--- config.mk ---
export PLATFORM = sky130hd
export DESIGN_NAME = pc_branch_ctrl_flat
export DESIGN_NICKNAME = d
export VERILOG_FILES = /design/src/rtl/cpu_pkg.sv /design/src/rtl/pc_branch_ctrl_if.sv /design/src/rtl/branch_cond.sv /design/src/rtl/pc_branch_ctrl.sv /design/src/flat_wrapper.sv
export SDC_FILE = /design/constraint.sdc
export NUM_CORES = 1
export LEC_CHECK = 0
export BUFFER_PORTS_ARGS = -buffer_cell sky130_fd_sc_hd__buf_2
export CAP_MARGIN = 15
export CELL_PAD_IN_SITES_DETAIL_PLACEMENT = 0
export CELL_PAD_IN_SITES_GLOBAL_PLACEMENT = 1
export CORE_UTILIZATION = 36
export CTS_CLUSTER_SIZE = 16
export DETAILED_ROUTE_END_ITERATION = 8
export PLACE_DENSITY = 0.94
export SLEW_MARGIN = 20
export SYNTH_ARGS = -nofsm -noshare
export SYNTH_HDL_FRONTEND = slang
export SYNTH_SLANG_ARGS = --single-unit
export TNS_END_PERCENT = 10
--- constraint.sdc ---
create_clock -name clk -period 4 [get_ports clk]
set_input_delay 0.2 -clock clk [delete_from_list [all_inputs] [get_ports clk]]
set_output_delay 0.2 -clock clk [all_outputs]
set_load 0.02 [all_outputs]
--- src/rtl/cpu_pkg.sv ---
// cpu_pkg -- shared types and defaults for the fetch / branch control slice.
//   br_type_e        : branch type encoding carried on br_type
//   pc_state_e       : fetch FSM state encoding
//   DEFAULT_RESET_PC : PC value loaded on reset unless overridden
//   DEFAULT_PC_STEP  : PC increment per consumed instruction (word addressing)
package cpu_pkg;

    localparam logic [15:0] DEFAULT_RESET_PC = 16'h0000;
    localparam logic [15:0] DEFAULT_PC_STEP  = 16'd1;

    typedef enum logic [1:0] {
        BR_JMP  = 2'b00,
        BR_BEQ  = 2'b01,
        BR_BNE  = 2'b10,
        BR_RSVD = 2'b11
    } br_type_e;

    typedef enum logic [1:0] {
        IDLE  = 2'd0,
        FETCH = 2'd1,
        WAIT  = 2'd2,
        ISSUE = 2'd3
    } pc_state_e;

endpackage

--- src/rtl/pc_branch_ctrl_if.sv ---
// pc_branch_ctrl_if -- instruction memory fetch bus.
//   imem_req   : single-cycle fetch request (controller -> memory)
//   imem_addr  : fetch address, valid while imem_req is high
//   imem_valid : fetch response strobe (memory -> controller)
//   imem_rdata : fetched instruction, qualified by imem_valid
// modport master : fetch controller side
// modport slave  : instruction memory side
interface pc_branch_ctrl_if;

    logic        imem_req;
    logic [15:0] imem_addr;
    logic        imem_valid;
    logic [15:0] imem_rdata;

    modport master (
        output imem_req,
        output imem_addr,
        input  imem_valid,
        input  imem_rdata
    );

    modport slave (
        input  imem_req,
        input  imem_addr,
        output imem_valid,
        output imem_rdata
    );

endinterface

--- src/rtl/branch_cond.sv ---
// branch_cond -- combinational branch condition evaluation.
//   br_type   : branch type (JMP / BEQ / BNE / reserved)
//   zero_flag : registered Zero flag
//   taken     : branch redirects the PC
//   illegal   : reserved encoding; never taken
module branch_cond
    import cpu_pkg::*;
(
    input  br_type_e br_type,
    input  logic     zero_flag,
    output logic     taken,
    output logic     illegal
);

    // NOTE: every output gets a default before the case so no path leaves
    // it unassigned; otherwise synthesis infers a latch.
    always_comb begin
        taken   = 1'b0;
        illegal = 1'b0;
        case (br_type)
            BR_JMP:  taken   = 1'b1;
            BR_BEQ:  taken   = zero_flag;
            BR_BNE:  taken   = !zero_flag;
            BR_RSVD: illegal = 1'b1;
        endcase
    end

endmodule

--- src/rtl/pc_branch_ctrl.sv ---
// pc_branch_ctrl -- program counter, instruction fetch and branch redirect.
//   clk, reset        : clock; asynchronous active-high reset
//   zero_flag         : registered Zero flag
//   zero_flag_enable  : flag register is being written this cycle
//   imem              : fetch bus (master side)
//   instr_valid/ready : instruction handoff to decode, instr_out its payload
//   br_valid/ready    : branch request from decode (br_type, br_target)
//   br_done/taken/err : one-cycle branch result pulses
//   flush             : one-cycle pulse after a taken branch
//   pc                : current program counter
module pc_branch_ctrl
    import cpu_pkg::*;
#(
    parameter logic [15:0] RESET_PC = DEFAULT_RESET_PC,
    parameter logic [15:0] PC_STEP  = DEFAULT_PC_STEP
) (
    input  logic                    clk,
    input  logic                    reset,
    input  logic                    zero_flag,
    input  logic                    zero_flag_enable,
    pc_branch_ctrl_if.master        imem,
    output logic                    instr_valid,
    input  logic                    instr_ready,
    output logic [15:0]             instr_out,
    input  logic                    br_valid,
    output logic                    br_ready,
    input  logic [1:0]              br_type,
    input  logic [15:0]             br_target,
    output logic                    br_done,
    output logic                    br_taken,
    output logic                    br_err,
    output logic                    flush,
    output logic [15:0]             pc
);

    pc_state_e   state_q, state_d;
    logic [15:0] pc_q, pc_d;
    logic [15:0] instr_q, instr_d;
    logic        discard_q, discard_d;
    logic        br_done_q, br_taken_q, br_err_q, flush_q;

    logic        cond_taken;
    logic        cond_illegal;
    logic        br_fire;
    logic        redirect;

    branch_cond u_branch_cond (
        .br_type   (br_type_e'(br_type)),
        .zero_flag (zero_flag),
        .taken     (cond_taken),
        .illegal   (cond_illegal)
    );

    // A branch must not see a flag that is being rewritten this cycle, and a
    // second redirect cannot be tracked while a stale response is pending.
    assign br_ready = !zero_flag_enable && !discard_q;
    assign br_fire  = br_valid && br_ready;
    assign redirect = br_fire && cond_taken;

    assign imem.imem_req  = (state_q == FETCH);
    assign imem.imem_addr = pc_q;
    assign instr_valid    = (state_q == ISSUE);
    assign instr_out      = instr_q;
    assign pc             = pc_q;
    assign br_done        = br_done_q;
    assign br_taken       = br_taken_q;
    assign br_err         = br_err_q;
    assign flush          = flush_q;

    always_comb begin
        state_d   = state_q;
        pc_d      = pc_q;
        instr_d   = instr_q;
        discard_d = discard_q;

        case (state_q)
            IDLE: state_d = FETCH;

            FETCH: begin
                // The request for the old pc still goes out this cycle; its
                // response must be dropped if we are redirecting.
                state_d = WAIT;
                if (redirect) discard_d = 1'b1;
            end

            WAIT: begin
                if (imem.imem_valid) begin
                    if (discard_q || redirect) begin
                        state_d   = FETCH;
                        discard_d = 1'b0;
                    end else begin
                        instr_d = imem.imem_rdata;
                        state_d = ISSUE;
                    end
                end else if (redirect) begin
                    discard_d = 1'b1;
                end
            end

            ISSUE: begin
                // A handshake in the same cycle as a redirect still consumes
                // the instruction, but the target wins over the increment.
                if (redirect) begin
                    state_d = FETCH;
                end else if (instr_ready) begin
                    state_d = FETCH;
                    pc_d    = pc_q + PC_STEP;
                end
            end

            default: state_d = IDLE;
        endcase

        if (redirect) pc_d = br_target;
    end

    // NOTE: state registers use non-blocking assignments so every flop
    // samples the values from before this edge, independent of order.
    always_ff @(posedge clk or posedge reset) begin
        if (reset) begin
            state_q    <= IDLE;
            pc_q       <= RESET_PC;
            instr_q    <= 16'h0000;
            discard_q  <= 1'b0;
            br_done_q  <= 1'b0;
            br_taken_q <= 1'b0;
            br_err_q   <= 1'b0;
            flush_q    <= 1'b0;
        end else begin
            state_q    <= state_d;
            pc_q       <= pc_d;
            instr_q    <= instr_d;
            discard_q  <= discard_d;
            br_done_q  <= br_fire;
            br_taken_q <= br_fire && cond_taken;
            br_err_q   <= br_fire && cond_illegal;
            flush_q    <= redirect;
        end
    end

endmodule

--- src/flat_wrapper.sv ---
// flat-port wrapper written by rule: the top's interface ports become plain ports
module pc_branch_ctrl_flat import cpu_pkg::*;
#(
    parameter logic [15:0] RESET_PC = DEFAULT_RESET_PC,
    parameter logic [15:0] PC_STEP  = DEFAULT_PC_STEP
)
  (clk, reset, zero_flag, zero_flag_enable, instr_valid, instr_ready, instr_out, br_valid, br_ready, br_type, br_target, br_done, br_taken, br_err, flush, pc, imem_imem_req, imem_imem_addr, imem_imem_valid, imem_imem_rdata);
  pc_branch_ctrl_if imem_i ();
  input  logic clk;
  input  logic reset;
  input  logic zero_flag;
  input  logic zero_flag_enable;
  output logic instr_valid;
  input  logic instr_ready;
  output logic [15:0] instr_out;
  input  logic br_valid;
  output logic br_ready;
  input  logic [1:0] br_type;
  input  logic [15:0] br_target;
  output logic br_done;
  output logic br_taken;
  output logic br_err;
  output logic flush;
  output logic [15:0] pc;
  output wire logic [$bits(imem_i.imem_req)-1:0] imem_imem_req;
  output wire logic [$bits(imem_i.imem_addr)-1:0] imem_imem_addr;
  input wire logic [$bits(imem_i.imem_valid)-1:0] imem_imem_valid;
  input wire logic [$bits(imem_i.imem_rdata)-1:0] imem_imem_rdata;
  assign imem_imem_req = imem_i.imem_req;
  assign imem_imem_addr = imem_i.imem_addr;
  assign imem_i.imem_valid = imem_imem_valid;
  assign imem_i.imem_rdata = imem_imem_rdata;
  pc_branch_ctrl #(.RESET_PC(RESET_PC), .PC_STEP(PC_STEP)) u_core (.clk(clk), .reset(reset), .zero_flag(zero_flag), .zero_flag_enable(zero_flag_enable), .imem(imem_i), .instr_valid(instr_valid), .instr_ready(instr_ready), .instr_out(instr_out), .br_valid(br_valid), .br_ready(br_ready), .br_type(br_type), .br_target(br_target), .br_done(br_done), .br_taken(br_taken), .br_err(br_err), .flush(flush), .pc(pc));
endmodule
Word level (Yosys, flattened, before mapping)
Cells that the tools add are included.

Latch bits: 0. Bits in read-only memories: 0. Word-level logic and storage cells: 49. Register bits: 38. Memory bits (writable): 0. Memories kept: 0.

Equal/unequal tests: 9. Bitwise gates (word level): 1. $lt $le $gt $ge: 0. Multiplexer cells: 14. $add $sub $neg: 1. Shift operators: 0. Reductions and logical operators: 17. Multipliers: 0. Divide/modulo/power cells: 0.

Operators by type and width (count): $mux W16 (3); $add A16 B1 Y16 const B (1); $eq A2 B2 Y1 const B (4); $mux W2 (4); $pmux W2 S4 (1); $reduce_and A2 Y1 (3); $reduce_bool A2 Y1 (3); $eq A2 B1 Y1 const B (2); $logic_and A1 B1 Y1 (4); $logic_not A2 Y1 (2); $mux W1 (4); $logic_not A1 Y1 (3); $ne A3 B1 Y1 const B (1); $ne A3 B2 Y1 const B (1); $pmux W1 S3 (1); $reduce_and A3 Y1 (1); $ne A2 B2 Y1 const B (1); $pmux W1 S2 (1); $logic_or A1 B1 Y1 (1); $not A1 Y1 (1).

Logic depth before layout (Yosys ltp)
Gate-level depths: netlist of the first run.

Depth after elaboration: 8. Depth in mapped cells: 6. Mapped depth without buffers: 6.

Hierarchy
From an unflattened synthesis of the first run, not the netlist that was laid out.

Cell total of the unflattened synthesis: 188. Area total of the unflattened synthesis: 2024.4 um2.

By module, submodules not included: pc_branch_ctrl (sequential area each 950.9 um2, area an instance 2008.2 um2, times used 1, cells each 186); branch_cond (sequential area each 0.0 um2, area an instance 16.3 um2, times used 1, cells each 2).

Worst setup path before layout of the first run
Ideal clock, no wire load.

Path type: reg2reg. Start: register u_core.pc_q[4] (netlist: u_core.imem.imem_addr[4]). End: register u_core.pc_q[15] (netlist: u_core.imem.imem_addr[15]). Clock period less this slack: 1796 ps. Required time: 3918 ps. Setup time: 82 ps. Data arrival time: 1715 ps. Path buffers: 0. Slack: 2204 ps. Stages on the path, launching flop included: 5. Cells stage by stage: dfrtp_1 > nand4_2 > or3_4 > or4_1 > a31oi_1.

Word-level cells in the longest chain between the ends: 4.

RTL lines: start: declaration (line pc_branch_ctrl.sv:37) `logic [15:0] pc_q, pc_d;`; start signal: assignment (line pc_branch_ctrl.sv:131) `pc_q <= pc_d;`; $add A16 B1 Y16 (line pc_branch_ctrl.sv:107) `pc_d = pc_q + PC_STEP;`; $mux W16 (line pc_branch_ctrl.sv:105) `end else if (instr_ready) begin`; $mux W16 (line pc_branch_ctrl.sv:76) `case (state_q)`; $mux W16 (line pc_branch_ctrl.sv:114) `if (redirect) pc_d = br_target;`.

No other way between the ends. The select of a mux whose other input is x is not followed. A chain may end at the register's enable or synchronous reset.

Worst setup path after layout of the first run
Start: register u_core.discard_q. End: register u_core.instr_q[5] (netlist: u_core.instr_out[5]).

Word-level cells in the longest chain between the ends: 7.

RTL lines: start: declaration (line pc_branch_ctrl.sv:39) `logic discard_q, discard_d;`; start signal: assignment (line pc_branch_ctrl.sv:133) `discard_q <= discard_d;`; $logic_not A1 Y1 (line pc_branch_ctrl.sv:56) `assign br_ready = !zero_flag_enable && !discard_q;`; $logic_and A1 B1 Y1 (line pc_branch_ctrl.sv:56); $logic_and A1 B1 Y1 (line pc_branch_ctrl.sv:57) `assign br_fire = br_valid && br_ready;`; named net u_core.br_fire (line pc_branch_ctrl.sv:44) `logic br_fire;`; $logic_and A1 B1 Y1 (line pc_branch_ctrl.sv:58) `assign redirect = br_fire && cond_taken;`; $logic_or A1 B1 Y1 (line pc_branch_ctrl.sv:88) `if (discard_q || redirect) begin`; $not A1 Y1 (no source line); $reduce_and A3 Y1 (no source line); end signal: assignment (line pc_branch_ctrl.sv:132) `instr_q <= instr_d;`; end: declaration (line pc_branch_ctrl.sv:38) `logic [15:0] instr_q, instr_d;`.

The timed path passes the listed nets, and every way through them passes these cells.

==> results of run 1 <==
==> layout by cell type (no fill, tap or decap), types with 5 or more instances in the layout <==
| cell type | n |
|---|---|
| xnor2_1 | 9 |
| clkbuf_8 | 5 |
| buf_2 | 95 |
| mux2_2 | 16 |
| nand3_1 | 5 |
| dfrtp_1 | 38 |
| o21ai_0 | 15 |
| nand2_1 | 20 |
| inv_1 | 6 |
| nor2_1 | 8 |
==> routing by layer <==
layer	vias up	routed length (µm)	track usage, %
met2	37	2130	25.7
met5	-	0	0
met3	6	155	3.48
li1	766	-	-
met1	721	1770	19.0
met4	0	65	6.71
==> critical path, cell delays in order, from the launching register on <==
cell     delay (ns)
dfrtp_1        0.47
nor3b_2        0.11
nand2_2        0.18
inv_2          0.21
nor3_4         0.66
mux2_2         0.42
==> area by class of cell <==
cell class | count | area [µm²] | share of cell area [%]
clock buffers | 5 | 68.8 | 2.81
clock inverters | 3 | 40.0 | 1.63
inverters | 7 | 26.3 | 1.07
flip-flops and latches | 38 | 951 | 38.8
well taps | 70 | 87.6 | 3.57
repair buffers | 96 | 483 | 19.7
multi-input cells | 112 | 795 | 32.4
==> cells by family after synthesis <==
group	count (synthesis)	synth area share, %
xor+xnor	11	5.02
fa+ha+maj	4	2.61
buf+inv	27	9.06
compound gates	24	7.37
mux	20	11.5
simple gates	53	14.9
flops	38	49.5
==> where the power goes <==
| group | internal, mW | total, mW | switching [mW] |
|---|---|---|---|
| logic | 0.350 | 0.910 | 0.559 |
| clock network | 0.184 | 0.320 | 0.137 |
| registers | 0.557 | 0.724 | 0.167 |
==> metrics by stage <==
| stage | total power, mW | instance area, µm² | instances | utilization [%] |
|---|---|---|---|---|
| global route | 2.09 | 2450 | 331 | 48.0 |
| CTS | 1.98 | 2450 | 331 | 48.0 |
| finish | 1.95 | 2450 | 331 | 48.0 |
| detailed placement | 1.65 | 2340 | 323 | 45.9 |
| floorplan | 1.42 | 1920 | 177 | - |
| global placement | 1.63 | 2340 | 323 | 45.9 |
==> worst paths after layout <==
path,cells past startpoint,slack [ns],endpoint,from
setup / recovery,5,1.85,u_core.instr_out[5],u_core.discard_q
hold / removal,3,0.02,u_core.imem.imem_addr[13],reset
setup reg to reg,5,1.85,u_core.instr_out[5],u_core.discard_q
hold reg to reg,1,0.50,u_core.instr_out[10],u_core.instr_out[10]
max in group asynchronous,3,3.65,u_core.imem.imem_addr[3],reset
min in group clk,3,0.11,u_core.imem.imem_addr[11],br_target[11]
==> registers in the layout, summed over array words and instances, names as in the netlist <==
name / cells
u_core.discard_q: 1
u_core.flush: 1
u_core.imem.imem_addr: 16
u_core.br_done: 1
u_core.state_q: 2
u_core.instr_out: 16
u_core.br_err: 1
==> results.ini, run 1 <==
[synth]
synth_edf_count=0
synth_seq_cells=38
yosys.cell_count.top_type=dfrtp_1
netlist_area_um2=1920
synth_ff_type=dfrtp_1
yosysSeqAreaShare_pct=49.5
yosysWarnings=0
syn_inst=177
synthArstFlopShare_pct=100
synth_top_area_cell=dfrtp_1
synth.distinct_cells=35
yosys.area.top_type_share_pct=49.5
ys_top_cells_by_area=dfrtp_1, mux2_2, buf_4
synth_common_cells=dfrtp_1, nand2_1, buf_4
synth_nets=222
postSynthAreaPerCell_um2=10.8

[layout]
antenna_cells=0
num-fill-cells=515
layout-drive-gt1-share_pct=48.3
fin_nets=305
synthToLayoutAreaGrowth_pct=27.7

[setup_path]
cp_max_fo=27
crit_path_end_kind=flop
critPathArrivalTime_ns=2.33
start_kind=flop
path_class=flop to flop
required_ns=4.18

[cts]
path_clk_slew_ns=0.08
clockBufferDepth=2
ctsHoldBuffers=0
cts_max_level=2
cts_tree=done
clock_latency_ns=0.29
clock_sinks=38
cts_resized=0
cts_root_buf=clkbuf_8
numCtsBuffers=5
cts_setup_buffers=0

[placed_design]
preCtsSetupSlack_ns=1.83
hpwl_um=3120
port_buffers=95
gp_congestion=0.781

[pwr]
max-vdd-ir-drop_mv=0.267
leakage_nw=1.20
powerDensity_nw_per_um2=797

[grt]
grt.total_usage_pct=15.3
first_global_vias=1400
grt_first_pass_wirelength_um=6440
gr-total-overflow=0
grt_max_degree=39
antenna_found_initial=0

[sta]
min_period_ns=2.15
relSlewSlack_pct=51.7
period_share_pct=53.9
rsz0062_at_grt=no
clock_skew_ns=0.00882
drv_slew=0
timing.final.ws_setup_ns=1.85
setup_tns_ns=0
tightestPinTransition_ns=0.722
whs_ns=0.0177
hold_viol=0
fmax_mhz=464
setup_viol=0

[floorplanning]
die_w_um=75.0
start_util_pct=37.6
die_y_um=75.0
die-area_um2=5630
rows=26
core_um2=5110
io-pin-count=96

[detailed_routing]
wire_per_inst_um=12.4
wirelength_um=4120
via_per_inst=4.62
vias=1530
ant_nets=0
drt_iter0_markers=50
drc=0
dr.pass1.iters=4

[run_status]
status=completed

[flow_run]
drv_cap=0

[min_path]
hold_class=primary input to asynchronous set/reset pin

Note: power is estimated with default switching activity, not from simulation.
==> run 2, diff against run 1 <==
--- a/config.mk
+++ b/config.mk
@@ -9,10 +9,10 @@
 export CAP_MARGIN = 15
 export CELL_PAD_IN_SITES_DETAIL_PLACEMENT = 0
 export CELL_PAD_IN_SITES_GLOBAL_PLACEMENT = 1
-export CORE_UTILIZATION = 36
+export CORE_UTILIZATION = 30
 export CTS_CLUSTER_SIZE = 16
 export DETAILED_ROUTE_END_ITERATION = 8
-export PLACE_DENSITY = 0.94
+export PLACE_DENSITY = 0.84
 export SLEW_MARGIN = 20
 export SYNTH_ARGS = -nofsm -noshare
 export SYNTH_HDL_FRONTEND = slang
==> constraint.sdc (replaced) <==
create_clock -name clk -period 1.93 [get_ports clk]
set_input_delay 0.0965 -clock clk [delete_from_list [all_inputs] [get_ports clk]]
set_output_delay 0.0965 -clock clk [all_outputs]
set_load 0.02 [all_outputs]
==> run 2 against run 1 <==
Compared with the run above: core utilization fell by 6.1 points; non-clock buffer count rose by 6; die area rose by 19%; sequential cell count did not move; clock-buffer cell count rose by 1; sequential share of layout area fell by 1.3 points; critical path type unchanged; critical endpoint is now u_core.imem.imem_addr[15].
==> results.ini, run 2 (synthesis results as in run 1) <==
[pwr]
seqPwrFrac_pct=34.7  ; was 37.0%
power.share.clock_pct=19.6  ; was 16.4%
max-vdd-ir-drop_mv=0.616  ; was 0.267 mV
leakage_nw=1.24  ; was 1.20 nW
powerDensity_nw_per_um2=1680  ; was 797 nW/µm²
sw_frac_of_total_pct=42.3  ; was 44.2%
combPwrFrac_pct=45.7  ; was 46.6%
p_int_mw=2.46  ; was 1.09 mW
p_switching_mw=1.81  ; was 0.863 mW

[cts]
numCtsBuffers=5  ; unchanged
clock_sinks=38  ; unchanged
clockBufferDepth=2  ; unchanged
cts_root_buf=clkbuf_8  ; unchanged
cts_resized=0  ; unchanged
cts_max_level=2  ; unchanged
cts_tree=done  ; unchanged
path_clk_slew_ns=0.08  ; about the same
clock_latency_ns=0.29  ; about the same

[setup_path]
cp_max_fo=6  ; was 27
start_kind=flop  ; unchanged
critPathArrivalTime_ns=1.98  ; was 2.33 ns
path_class=flop to flop  ; unchanged
crit_path_end_kind=flop  ; unchanged
required_ns=2.14  ; was 4.18 ns

[sta]
relSlewSlack_pct=66.8  ; was 51.7%
fmax_mhz=565  ; was 464 MHz
setup_viol=0  ; unchanged
clock_skew_ns=0.00831  ; was 0.00882 ns
drv_slew=0  ; unchanged
tightestPinTransition_ns=0.498  ; was 0.722 ns
min_period_ns=1.77  ; was 2.15 ns
rsz0062_at_grt=no  ; unchanged
setup_tns_ns=0  ; unchanged
period_share_pct=91.7  ; was 53.9%
hold_viol=0  ; unchanged

[flow_run]
drv_cap=0  ; unchanged

[floorplanning]
die-area_um2=6720  ; was 5630 µm²
rows=28  ; was 26
core_um2=6060  ; was 5110 µm²
start_util_pct=31.7  ; was 37.6%
die_y_um=82.0  ; was 75.0 µm
die_w_um=82.0  ; was 75.0 µm
io-pin-count=96  ; unchanged

[layout]
final_common_cell=buf_2  ; unchanged
final_area_um2=2540  ; was 2450 µm²
layout-drive-gt1-share_pct=49.1  ; was 48.3%
final_cell_mix=buf_2, dfrtp_1, nand2_1  ; unchanged
fin_nets=311  ; was 305
synthToLayoutAreaGrowth_pct=32.3  ; was 27.7%
num-fill-cells=621  ; was 515
antenna_cells=0  ; unchanged

[run_status]
status=completed  ; unchanged

[detailed_routing]
route.met2.wl_um=2080  ; was 2130 µm
vias=1569  ; was 1530
wire_per_inst_um=12.6  ; was 12.4 µm
ant_nets=0  ; unchanged
wl_met1_um=1960  ; was 1770 µm
dr.pass1.iters=4  ; unchanged
drc=0  ; unchanged
via_per_inst=4.59  ; was 4.62
drt_iter0_markers=35  ; was 50
wirelength_um=4290  ; was 4120 µm
met3_length_um=193  ; was 155 µm
dr.max_layer_used=met4  ; unchanged

[placed_design]
hpwl_um=3300  ; was 3120 µm
placed_cell_area_um2=2390  ; was 2340 µm²
port_buffers=95  ; unchanged
gp_congestion=0.747  ; was 0.781

[grt]
first_global_vias=1451  ; was 1400
grt.total_usage_pct=13.5  ; was 15.3%
antenna_found_initial=0  ; unchanged
grt_first_pass_wirelength_um=6730  ; was 6440 µm
grt_max_degree=39  ; unchanged
gr-total-overflow=0  ; unchanged

[min_path]
hold_class=primary input to flop  ; was primary input to asynchronous set/reset pin

==> run 2: changes by cell type in the layout (fill, tap and decap cells not counted) <==
cell,delta
buf_4,+5
bufinv_16,+1
dlygate4sd3_1,+1
clkinv_2,-2
clkbuf_8,+1
==> run 2: final cells by class <==
class | instances | area [µm²] | area share (%)
clock buffers | 6 | 82.6 | 3.25
clock inverters | 2 | 60.1 | 2.37
inverters | 7 | 26.3 | 1.03
multi-input cells | 112 | 795 | 31.3
flip-flops and latches | 38 | 951 | 37.5
well taps | 75 | 93.8 | 3.70
repair buffers | 102 | 531 | 20.9
==> run 2: power groups by stage <==
stage	logic (mW)	registers [mW]	clock network (mW)
2_1_floorplan	1.07	1.88	0
3_3_place_gp	1.94	1.49	0
3_5_place_dp	1.97	1.50	0
4_1_cts	1.98	1.49	0.862
5_1_grt	2.13	1.55	0.901
6_report	1.95	1.48	0.837
==> run 2: critical path, cell delays in order, from the launching register on <==
cell and delay [ns]:
dfrtp_1 0.45, nand4_2 0.18, or3_4 0.42, or4_1 0.47, a31oi_1 0.17
==> run 2: path summary, 6_finish.rpt <==
check	from	to	slack (ns)	cells past startpoint
worst max register to register	u_core.imem.imem_addr[4]	u_core.imem.imem_addr[15]	0.16	4
worst min register to register	u_core.discard_q	u_core.br_done	0.48	1
worst max-delay path	u_core.imem.imem_addr[4]	u_core.imem.imem_addr[15]	0.16	4
max in group asynchronous	reset	u_core.imem.imem_addr[11]	1.12	4
min in group asynchronous	reset	u_core.imem.imem_addr[15]	0.46	4
worst min-delay path	br_target[3]	u_core.imem.imem_addr[3]	0.008	3
==> run 2: metrics by stage <==
| step | util, % | hold slack [ns] | total power, mW | cells | setup WS [ns] |
|---|---|---|---|---|---|
| after detailed placement | 39.4 | 0.251 | 3.47 | 333 | 0.176 |
| after global routing | 41.9 | 0.000454 | 4.58 | 342 | 0.0535 |
| after floorplan | - | 0.183 | 2.95 | 177 | 0.134 |
| final | 41.9 | 0.00839 | 4.27 | 342 | 0.160 |
| after global placement | 39.4 | 0.243 | 3.43 | 333 | 0.203 |
| after CTS | 41.9 | 0.00494 | 4.32 | 342 | 0.150 |
==> run 2: routing by layer <==
metal	up-vias	GRT usage (%)
met4	0	5.26
met1	738	16.8
li1	779	-
met5	-	0
met2	47	22.6
met3	5	2.67
==> run 2: timing repair <==
item | CTS | global route
buffers inserted | 0 | 0
endpoints found under the hold margin | 38 | 0
hold buffers | 1 | 0
endpoints found under the setup margin | 0 | 0
==> run 3, diff against run 2 <==
--- a/config.mk
+++ b/config.mk
@@ -9,10 +9,10 @@
 export CAP_MARGIN = 15
 export CELL_PAD_IN_SITES_DETAIL_PLACEMENT = 0
 export CELL_PAD_IN_SITES_GLOBAL_PLACEMENT = 1
-export CORE_UTILIZATION = 30
+export CORE_UTILIZATION = 33
 export CTS_CLUSTER_SIZE = 16
 export DETAILED_ROUTE_END_ITERATION = 8
-export PLACE_DENSITY = 0.84
+export PLACE_DENSITY = 0.88
 export SLEW_MARGIN = 20
 export SYNTH_ARGS = -nofsm -noshare
 export SYNTH_HDL_FRONTEND = slang
==> constraint.sdc (replaced) <==
create_clock -name clk -period 1.84 [get_ports clk]
set_input_delay 0.092 -clock clk [delete_from_list [all_inputs] [get_ports clk]]
set_output_delay 0.092 -clock clk [all_outputs]
set_load 0.02 [all_outputs]
==> run 3 against run 2 <==
Compared with the run above: sequential share of layout area is the same; sequential cell count is the same; worst hold slack lost 0.0039 ns; design area is the same; critical path type unchanged; critical endpoint unchanged; routed wire length grew 2.5%; clock-buffer cell count shrank 1; non-clock buffer count grew 7; die area shrank 8.9%.
==> results.ini, run 3 (synthesis results as in run 1) <==
[cts]
numCtsBuffers=5  ; unchanged
cts_max_level=2  ; unchanged
clock_sinks=38  ; unchanged
cts_tree=done  ; unchanged
ctsHoldBuffers=2  ; was 1
path_clk_slew_ns=0.07  ; was 0.08 ns
clockBufferDepth=2  ; unchanged
cts_root_buf=clkbuf_8  ; unchanged
cts_setup_buffers=0  ; unchanged
clock_latency_ns=0.29  ; about the same
cts_resized=0  ; unchanged

[pwr]
combPwrFrac_pct=51.6  ; was 45.7%
finalPower_mw=4.22  ; was 4.27 mW
p_int_mw=2.33  ; was 2.46 mW
powerDensity_nw_per_um2=1660  ; was 1680 nW/µm²
max-vdd-ir-drop_mv=0.611  ; was 0.616 mV
seqPwrFrac_pct=35.7  ; was 34.7%
power.share.clock_pct=12.7  ; was 19.6%
sw_frac_of_total_pct=44.8  ; was 42.3%
p_switching_mw=1.89  ; was 1.81 mW
leakage_nw=1.25  ; was 1.24 nW

[sta]
rsz0062_at_grt=no  ; unchanged
drv_slew=0  ; unchanged
setup_viol=0  ; unchanged
fmax_mhz=583  ; was 565 MHz
timing.final.ws_setup_ns=0.124  ; was 0.160 ns
hold_viol=0  ; unchanged
relSlewSlack_pct=67.5  ; was 66.8%
tightestPinTransition_ns=0.488  ; was 0.498 ns
clock_skew_ns=0.00434  ; was 0.00831 ns
period_share_pct=93.3  ; was 91.7%
min_period_ns=1.72  ; was 1.77 ns
setup_tns_ns=0  ; unchanged

[layout]
antenna_cells=0  ; unchanged
num-fill-cells=552  ; was 621
final_cell_mix=buf_2, dfrtp_1, nand2_1  ; unchanged
fin_util_pct=45.8  ; was 41.9%
final_area_um2=2540  ; unchanged
final_common_cell=buf_2  ; unchanged
synthToLayoutAreaGrowth_pct=32.3  ; unchanged
layout-drive-gt1-share_pct=49.8  ; was 49.1%
fin_nets=318  ; was 311

[detailed_routing]
wirelength_um=4400  ; was 4290 µm
dr.pass1.iters=4  ; unchanged
ant_nets=0  ; unchanged
wire_per_inst_um=12.8  ; was 12.6 µm
drt_iter0_markers=52  ; was 35
drc=0  ; unchanged
vias=1573  ; was 1569
via_per_inst=4.56  ; was 4.59

[floorplanning]
core_um2=5540  ; was 6060 µm²
die-area_um2=6130  ; was 6720 µm²
rows=27  ; was 28
io-pin-count=96  ; unchanged
start_util_pct=34.6  ; was 31.7%
die_y_um=78.3  ; was 82.0 µm
die_w_um=78.3  ; was 82.0 µm

[placed_design]
gp_congestion=0.752  ; was 0.747
port_buffers=95  ; unchanged
preCtsSetupSlack_ns=0.123  ; was 0.176 ns
placed_cell_area_um2=2440  ; was 2390 µm²
hpwl_um=3460  ; was 3300 µm

[run_status]
status=completed  ; unchanged

[grt]
gr-total-overflow=0  ; unchanged
grt_max_degree=39  ; unchanged
first_global_vias=1487  ; was 1451
grt_first_pass_wirelength_um=7180  ; was 6730 µm
antenna_found_initial=0  ; unchanged
grt.total_usage_pct=15.2  ; was 13.5%

[min_path]
hold_depth=3  ; unchanged
hold_class=primary input to flop  ; unchanged

[setup_path]
worstPathCellList=nand4_2 > or3_4 > or4_1 > a31oi_1  ; unchanged
path_class=flop to flop  ; unchanged
crit_path_end_kind=flop  ; unchanged
start_kind=flop  ; unchanged
required_ns=2.05  ; was 2.14 ns
cp_max_fo=5  ; was 6
reg2reg_depth=4  ; unchanged
critPathArrivalTime_ns=1.93  ; was 1.98 ns
slowest_stage=or4_1  ; unchanged
slowest_delay_ns=0.46  ; was 0.47 ns

[flow_run]
drv_cap=0  ; unchanged

run 3: cell types whose count changed in the layout (fill, tap and decap cells not counted):
cell           delta
buf_4             +5
buf_12            +1
dlygate4sd3_1     +1
clkinv_2          +2
bufinv_16         -2
clkbuf_8          -1
run 3: power groups by stage:
stage	sequential, mW	combinational [mW]	clock (mW)
3_5_place_dp	1.53	2.20	0
4_1_cts	1.52	2.21	0.564
5_1_grt	1.56	2.36	0.597
3_3_place_gp	1.51	2.17	0
2_1_floorplan	1.97	1.12	0
6_report	1.51	2.18	0.537
run 3: worst max-delay path, delay by kind of cell (launching register included):
kind / cells / cell delay [ns]
and+or+nand+nor: 3 / 1.05
DFF: 1 / 0.42
AOI/OAI and AO/OA: 1 / 0.17
run 3: final timing paths:
path | start | end | slack, ns
min reg2reg | u_core.discard_q | u_core.br_done | 0.48
min | br_target[11] | u_core.imem.imem_addr[11] | 0.004
max reg2reg | u_core.imem.imem_addr[8] | u_core.imem.imem_addr[15] | 0.12
min in group asynchronous | reset | u_core.instr_out[8] | 0.46
max in group asynchronous | reset | u_core.imem.imem_addr[0] | 1.04
max | u_core.imem.imem_addr[8] | u_core.imem.imem_addr[15] | 0.12
run 3: layer usage:
metal,vias up,GRT usage (%),share of wire (%)
met5,-,0,0
met4,0,4.44,1.0
met3,5,4.65,5.3
met2,40,25.2,51
met1,739,19.1,43
li1,789,-,-
run 3: per-stage QoR:
| step | instances | hold slack, ns |
|---|---|---|
| after floorplan | 177 | 0.179 |
| after global placement | 336 | 0.236 |
| after detailed placement | 336 | 0.238 |
| after CTS | 345 | 0.00184 |
| after global routing | 345 | 0.0147 |
| final | 345 | 0.00449 |
run 3: cell type report:
class | instances | area, µm² | area share, %
Clock inverter | 2 | 10.0 | 0.394
Sequential cell | 38 | 951 | 37.5
Timing Repair Buffer | 109 | 598 | 23.6
Tap cell | 72 | 90.1 | 3.55
Multi-Input combinational cell | 112 | 795 | 31.3
Clock buffer | 5 | 68.8 | 2.71
Inverter | 7 | 26.3 | 1.03
